[config.mk]
export PLATFORM = sky130hd
export DESIGN_NAME = pe_noc_packetizer
export DESIGN_NICKNAME = d
export VERILOG_FILES = /design/src/rtl/pe_noc_packetizer.sv
export SDC_FILE = /design/constraint.sdc
export NUM_CORES = 1
export LEC_CHECK = 0
export BUFFER_PORTS_ARGS = -buffer_cell sky130_fd_sc_hd__buf_4
export CAP_MARGIN = 15
export CORE_MARGIN = 4
export CORE_UTILIZATION = 50
export CTS_CLUSTER_SIZE = 28
export DETAILED_ROUTE_END_ITERATION = 8
export PLACE_DENSITY_LB_ADDON = 0.3
export SYNTH_ARGS = -nofsm -noshare
export SYNTH_HDL_FRONTEND = slang
export SYNTH_SLANG_ARGS = --single-unit
[constraint.sdc]
create_clock -name clk -period 4.9 [get_ports clk]
set_input_delay 0.49 -clock clk [delete_from_list [all_inputs] [get_ports clk]]
set_output_delay 0.49 -clock clk [all_outputs]
set_load 0.005 [all_outputs]
[src/rtl/pe_noc_packetizer.sv]
// pe_noc_packetizer: injection stage between a PE result port and its NoC input.
// Builds 33-bit packets {type, dest, src, data} from PE requests, buffers them
// in a DEPTH-entry FIFO and presents them through a registered valid/ready
// output stage. Requests addressed to this PE are dropped and flagged.
//
// Ports:
//   clk, reset          single clock, synchronous active-high reset
//   pe_valid/pe_ready   PE request handshake (pe_ready = FIFO not full)
//   pe_type/dest/data   request fields
//   noc_valid/ready     NoC handshake, noc_packet is the registered payload
//   fifo_count          FIFO occupancy (output register not included)
//   err_loopback        sticky flag for dropped dest==SRC_ADDR requests
//   err_clear           clears err_loopback (a same-cycle set wins)
//   pkt_sent            16-bit NoC handshake counter (NOC_PKT_CNT_EN only)
//
// Build option: define NOC_PKT_CNT_EN to add the pkt_sent port and counter.
module pe_noc_packetizer #(
  parameter logic [3:0]  SRC_ADDR = 4'b0000,
  parameter int unsigned DEPTH    = 4,
  parameter int unsigned CNT_W    = $clog2(DEPTH + 1)
) (
  input  logic             clk,
  input  logic             reset,
  input  logic             pe_valid,
  output logic             pe_ready,
  input  logic             pe_type,
  input  logic [3:0]       pe_dest,
  input  logic [23:0]      pe_data,
  output logic             noc_valid,
  input  logic             noc_ready,
  output logic [32:0]      noc_packet,
  output logic [CNT_W-1:0] fifo_count,
  output logic             err_loopback,
  input  logic             err_clear
`ifdef NOC_PKT_CNT_EN
  ,
  output logic [15:0]      pkt_sent
`endif
);

  localparam int unsigned PTR_W = $clog2(DEPTH);

  typedef struct packed {
    logic        ptype;
    logic [3:0]  dest;
    logic [3:0]  src;
    logic [23:0] data;
  } noc_pkt_t;

  typedef enum logic {
    OUT_EMPTY = 1'b0,
    OUT_FULL  = 1'b1
  } out_state_t;

  out_state_t       state_q, state_d;
  noc_pkt_t         mem [DEPTH];
  noc_pkt_t         wr_pkt;
  logic [PTR_W-1:0] wr_ptr, rd_ptr;
  logic [CNT_W-1:0] count;
  logic             fifo_empty, fifo_full;
  logic             accept, push, pop, loopback;

  // Full/empty come from the occupancy counter, never from pointer compare.
  assign fifo_full  = (count == CNT_W'(DEPTH));
  assign fifo_empty = (count == '0);
  assign pe_ready   = !fifo_full;
  assign fifo_count = count;
  assign noc_valid  = (state_q == OUT_FULL);

  assign accept   = pe_valid && pe_ready;
  assign push     = accept && (pe_dest != SRC_ADDR);
  assign loopback = accept && (pe_dest == SRC_ADDR);

  assign wr_pkt = '{ptype: pe_type, dest: pe_dest, src: SRC_ADDR, data: pe_data};

  // Output stage next-state and pop decision.
  always_comb begin
    state_d = state_q;
    pop     = 1'b0;
    case (state_q)
      OUT_EMPTY: begin
        if (!fifo_empty) begin
          pop     = 1'b1;
          state_d = OUT_FULL;
        end
      end
      OUT_FULL: begin
        if (noc_ready) begin
          if (!fifo_empty) pop = 1'b1;
          else             state_d = OUT_EMPTY;
        end
      end
    endcase
  end

  // Control state: FSM, pointers, occupancy, output register, error flag.
  always_ff @(posedge clk) begin
    if (reset) begin
      state_q      <= OUT_EMPTY;
      wr_ptr       <= '0;
      rd_ptr       <= '0;
      count        <= '0;
      noc_packet   <= '0;
      err_loopback <= 1'b0;
    end else begin
      state_q <= state_d;
      if (push) wr_ptr <= wr_ptr + PTR_W'(1);
      if (pop) begin
        rd_ptr     <= rd_ptr + PTR_W'(1);
        noc_packet <= mem[rd_ptr];
      end
      case ({push, pop})
        2'b10:   count <= count + CNT_W'(1);
        2'b01:   count <= count - CNT_W'(1);
        default: count <= count;
      endcase
      if (loopback)       err_loopback <= 1'b1;
      else if (err_clear) err_loopback <= 1'b0;
    end
  end

  // Storage array; contents are don't-care after reset since pointers restart.
  always_ff @(posedge clk) begin
    if (push && !reset) mem[wr_ptr] <= wr_pkt;
  end

`ifdef NOC_PKT_CNT_EN
  // Handshake counter, wraps naturally at 16 bits.
  always_ff @(posedge clk) begin
    if (reset)                       pkt_sent <= '0;
    else if (noc_valid && noc_ready) pkt_sent <= pkt_sent + 16'd1;
  end
`endif

endmodule

# ---- Yosys cells after proc, flatten, opt, wreduce, memory -nomap -nowiden
# Memories as Yosys holds them, arrays and structs flattened. A register that Yosys moved wholly into a read port is not among the register bits.
# Cells that the tools add are included.
dict set report classes {
  addsub 4
  mul 0
  div 0
  magnitude_cmp 0
  n_eq_ne 3
  n_shift 0
  n_mux 10
  bitwise 1
  n_reduce_logical 11
}
# operator n
set op_table {}
lappend op_table {{1-bit two-way mux} 7}
lappend op_table {{3-bit one-hot mux with 2 select lines} 1}
lappend op_table {{2-bit by 1-bit adder with 2-bit output, second input constant} 2}
lappend op_table {{1-bit logical AND} 4}
lappend op_table {{4-bit logical NOT} 1}
lappend op_table {{1-bit one-hot mux with 2 select lines} 2}
lappend op_table {{2-bit nonzero test} 2}
lappend op_table {{4-bit nonzero test} 1}
lappend op_table {{3-bit by 1-bit adder with 3-bit output, second input constant} 1}
lappend op_table {{3-bit equality test, second input constant} 1}
lappend op_table {{3-bit logical NOT} 1}
lappend op_table {{3-bit by 1-bit subtractor with 3-bit output, second input constant} 1}
lappend op_table {{2-bit by 1-bit equality test with 1-bit output, second input constant} 1}
lappend op_table {{2-bit equality test, second input constant} 1}
lappend op_table {{1-bit logical NOT} 2}
lappend op_table {{1-bit NOT} 1}
dict set report word_totals {
  regBits 42
  latch_bits 0
  ramBits 116
  romBits 0
  inputBits 34
  output_inout_bits 39
  word_cells 36
  n_memories 1
}
# memory words word_bits read_ports rd_clocked_by_memory_dff wr line
set memory_table {}
lappend memory_table {mem 4 29 1 1 1 56} ;# noc_pkt_t mem [DEPTH];

# ---- Longest topological paths before layout
dict set report depth {
  word_depth 7
  ltp_mapped 9
  mapped_depth_nobuf 8
}

# ---- Least setup slack after synthesis
# Ideal clock, no wire load.
dict set report synth_timing {
  path_type {input-to-reg}
  start {in pe_dest[1]}
  end {mem mem[0][0] (netlist name) (enable)}
  setup_time_ns 0.458
  t_arrival_ns 3.223
  required_time_ns 4.442
  path_slack_ns 1.219
  cell_stages 4
  n_path_buf 1
  path_cell_list {nor4_1 or3_1 buf_2 nor3b_1}
}
dict set report synth_between {
  elab_chain_len 5
}
# element line
set synth_lines {}
lappend synth_lines {{start: declaration} 27} ;# input logic [3:0] pe_dest,
lappend synth_lines {{4-bit nonzero test} 71} ;# assign push = accept && (pe_dest != SRC_ADDR);
lappend synth_lines {{1-bit logical AND} 71}
lappend synth_lines {{1-bit logical AND} 124} ;# if (push && !reset) mem[wr_ptr] <= wr_pkt;
lappend synth_lines {{1-bit two-way mux} 124}
lappend synth_lines {{1-bit two-way mux (not written as such)} 124}
lappend synth_lines {{end: declaration} 56}
# No other way between the ends.

# ---- Worst setup path in the final report
dict set report layout_timing {
  start {in pe_dest[1]}
  end {reg count[2] (netlist: fifo_count[2])}
}
dict set report layout_between {
  elab_chain_len 4
  elab_cells_between_ends 6
  cone_classes {eq/ne (2); mux (1); reduce/logical (3)}
}
# element line
set layout_lines {}
lappend layout_lines {{4-bit nonzero test (*)} 71}
lappend layout_lines {{1-bit logical AND (*)} 71}
lappend layout_lines {{2-bit by 1-bit equality test with 1-bit output or 2-bit equality test (tied branches)} 112} ;# case ({push, pop})
lappend layout_lines {{3-bit one-hot mux with 2 select lines or 2-bit nonzero test (tied branches)} n/a}
lappend layout_lines {{end signal: assignment} 113} ;# 2'b10: count <= count + CNT_W'(1);
lappend layout_lines {{end signal: assignment} 114} ;# 2'b01: count <= count - CNT_W'(1);
lappend layout_lines {{end signal: assignment} 115} ;# default: count <= count;
lappend layout_lines {{end: declaration} 59} ;# logic [CNT_W-1:0] count;
# Every way passes the cells marked *; elsewhere a longest branch is shown, timed or not.
# A chain may end at the register's enable or synchronous reset.

==> results.md <==
* Largest net degree at the start of global routing at 32
* Synth async-reset ratio at 0
* Synth Flop Type: edfxtp_1
* Critical Path Start Type: primary input
* Sink Count at 154
* Slew HR at 0.3634
* Port bufs at 68
* Syn Area/Cell at 19.77 um2
* Number of global-route vias before repair at 3,036
* H-tree lvl count at 4
* I/O pin cnt at 73
* Drt initial violations at 173
* TritonCTS Buffers at 17
* Remaining antenna violation count at 0
* Sequential share of the synthesized area at 0.7506
* Max FO, Critical Path at 6
* Setup tns final at 0 ps
* Die Y at 114.3 um
* Hold_ws at 281.0 ps
* Warnings, synthesis at 0
* Initial antenna violation count at 0
* Top cells by count, synth: edfxtp_1, dfxtp_1, a22o_1, mux4_2, inv_1
* Starting Density at 0.5170
* Post-synth EDFFs at 116
* Final Cell Area at 0.006843 mm2
* Setup ws final at 2236 ps
* Share of the synthesized area in the top cell type at 0.6161
* Hold-fix buffers at CTS at 0
* Clk_lat worst skew at 410 ps
* Drt total wl at 10,260 um
* Max IR drop VDD at 0.0002957 V
* # diodes at 0
* # setup viols final at 0
* CTS tree: yes
* Vias per cell at 5.557
* Fmax at 0.3754 GHz
* Reg clk slew, reported paths at 60 ps
* Cell with the most instances after synthesis: edfxtp_1
* Num rows at 38
* GRT overflow at 0
* Fin. Hold Viols at 0
* Post-DP HPWL at 6210 um
* Tot Pwr at 3.633 mW
* Share of cells above drive strength 1 at 0.3813
* Final Core Density at 0.6257
* RSZ-0062 raised after global routing: false
* Minimum clock period at 2664 ps
* Clock root buffer: clkbuf_16
* GRT Total Usage at 0.1709
* Final net count at 402
* Dominant cell type by area after synthesis: edfxtp_1
* Post-CTS sizing at 0
* Die Wd at 114.3 um
* Post-Layout Cell Count at 515
* Worst-Margin Slew at 949.7 ps
* Top post-synthesis cells by area: edfxtp_1, dfxtp_1, mux4_2
* DR pass1 iterations at 4
* Wirelength per Cell at 19.92 um
* Hold WC Path Type: in2reg
* Worst EP required at 5240 ps
* WP data arrival at 3000 ps
* Mapped cell area at 0.005654 mm2
* Core area at 0.01094 mm2
* Power per cell area at 531.0 mW/mm2
* Die area at 0.01307 mm2
* Count of cell types in the netlist at 32
* Critical Path Sink Type: flop
* Max-Cap Viols at 0
* Skew final at 5.999 ps
* Final Cycle Share at 0.5436
* Crit path kind: in2reg
* Placed instance count at 483
* Placed Area at 0.006297 mm2
* Routed via count at 2,862
* Setup repair bufs after CTS at 0
* First-pass GRT wire length at 16,380 um
* Status: finished clean
* DR DRC count at 0
* FF+latch count, synth at 154
* Placer Congestion at 0.6950
* Max Slew Vio Count at 0
* Instance count of the mapped netlist at 286
* Setup WS pre-CTS at 1805 ps
* Area Overhead vs Synth at 21.02%
* CTS max path bufs at 2
* Static leakage at 2.424 nW
[layer usage]
| layer | vias to the layer above | track usage | wire, um |
|---|---|---|---|
| li1 | 1293 | - | - |
| met1 | 1489 | 0.2171 | 4514 |
| met2 | 73 | 0.2799 | 5194 |
| met3 | 7 | 0.04704 | 448 |
| met4 | 0 | 0.06888 | 100 |
| met5 | - | 0 | 0 |
[kinds of logic (layout without fill, tap and decap cells)]
logic type,count (synthesis),count (layout),synth area share
AOI/OAI and AO/OA,41,41,0.05864
xor gates and xnor gates,2,2,0.003099
adders and majority gates,6,6,0.01461
buffers and inverters,29,115,0.02965
DFF,154,154,0.7506
muxes,30,30,0.1173
other,1,4,0.0006632
and+or+nand+nor,23,23,0.02545
[layout make-up]
class                   instances  area, um2
flip-flops and latches        154       4247
fillers                       773       4093
multi-input cells             106       1286
repair buffers                 74      555.5
clock buffers                  18      439.2
well taps                     140      175.2
clock inverters                14      106.4
inverters                       9      33.78
[state kept, by name (all words and copies together), names as in the netlist]
register	flops
noc_valid	1
rd_ptr	2
noc_packet	29
mem	116
err_loopback	1
fifo_count	3
wr_ptr	2
[report_power, final]
group,total (mW),internal (mW),switching (mW)
combinational,0.727,0.423,0.304
sequential,1.72,1.58,0.139
clock,1.18,0.701,0.481
[layout by cell type (no fill, tap or decap), types with 2 or more instances in the layout]
cell	Yosys	routed
xor2_1	2	2
ha_1	5	5
clkinvlp_4	0	4
a21oi_1	5	5
nor2_1	6	6
inv_1	9	9
conb_1	1	4
a22o_1	29	29
nor3b_2	0	4
edfxtp_1	116	116
clkinv_1	0	2
dfxtp_1	38	36
dfxtp_2	0	2
clkinv_2	0	6
buf_4	4	74
nand2b_1	3	3
or3_1	3	3
nor3_2	1	2
mux4_2	29	29
clkbuf_16	0	17
o21ai_0	2	2
[worst max-delay path, cell delays in order]
cell and delay [ps]:
buf_4 130, nor4_1 720, or3_1 390, ha_1 240
inv_1 60, fa_1 370, xor2_1 160, or3_1 300
a21oi_1 140
[path summary, 6_finish.rpt]
| check | endpoint | cells after the start | slack (ps) | startpoint |
|---|---|---|---|---|
| min reg2reg | noc_packet[11]$_SDFFE_PP0N_ | 1 | 480 | noc_packet[11]$_SDFFE_PP0N_ |
| max reg2reg | fifo_count[2]$_SDFFE_PP0P_ | 8 | 2400 | fifo_count[2]$_SDFFE_PP0P_ |
| min | mem[0][20]$_DFFE_PP_ | 1 | 280 | pe_data[20] |
| max | fifo_count[2]$_SDFFE_PP0P_ | 9 | 2240 | pe_dest[1] |
(Power assumes the default switching activity.)
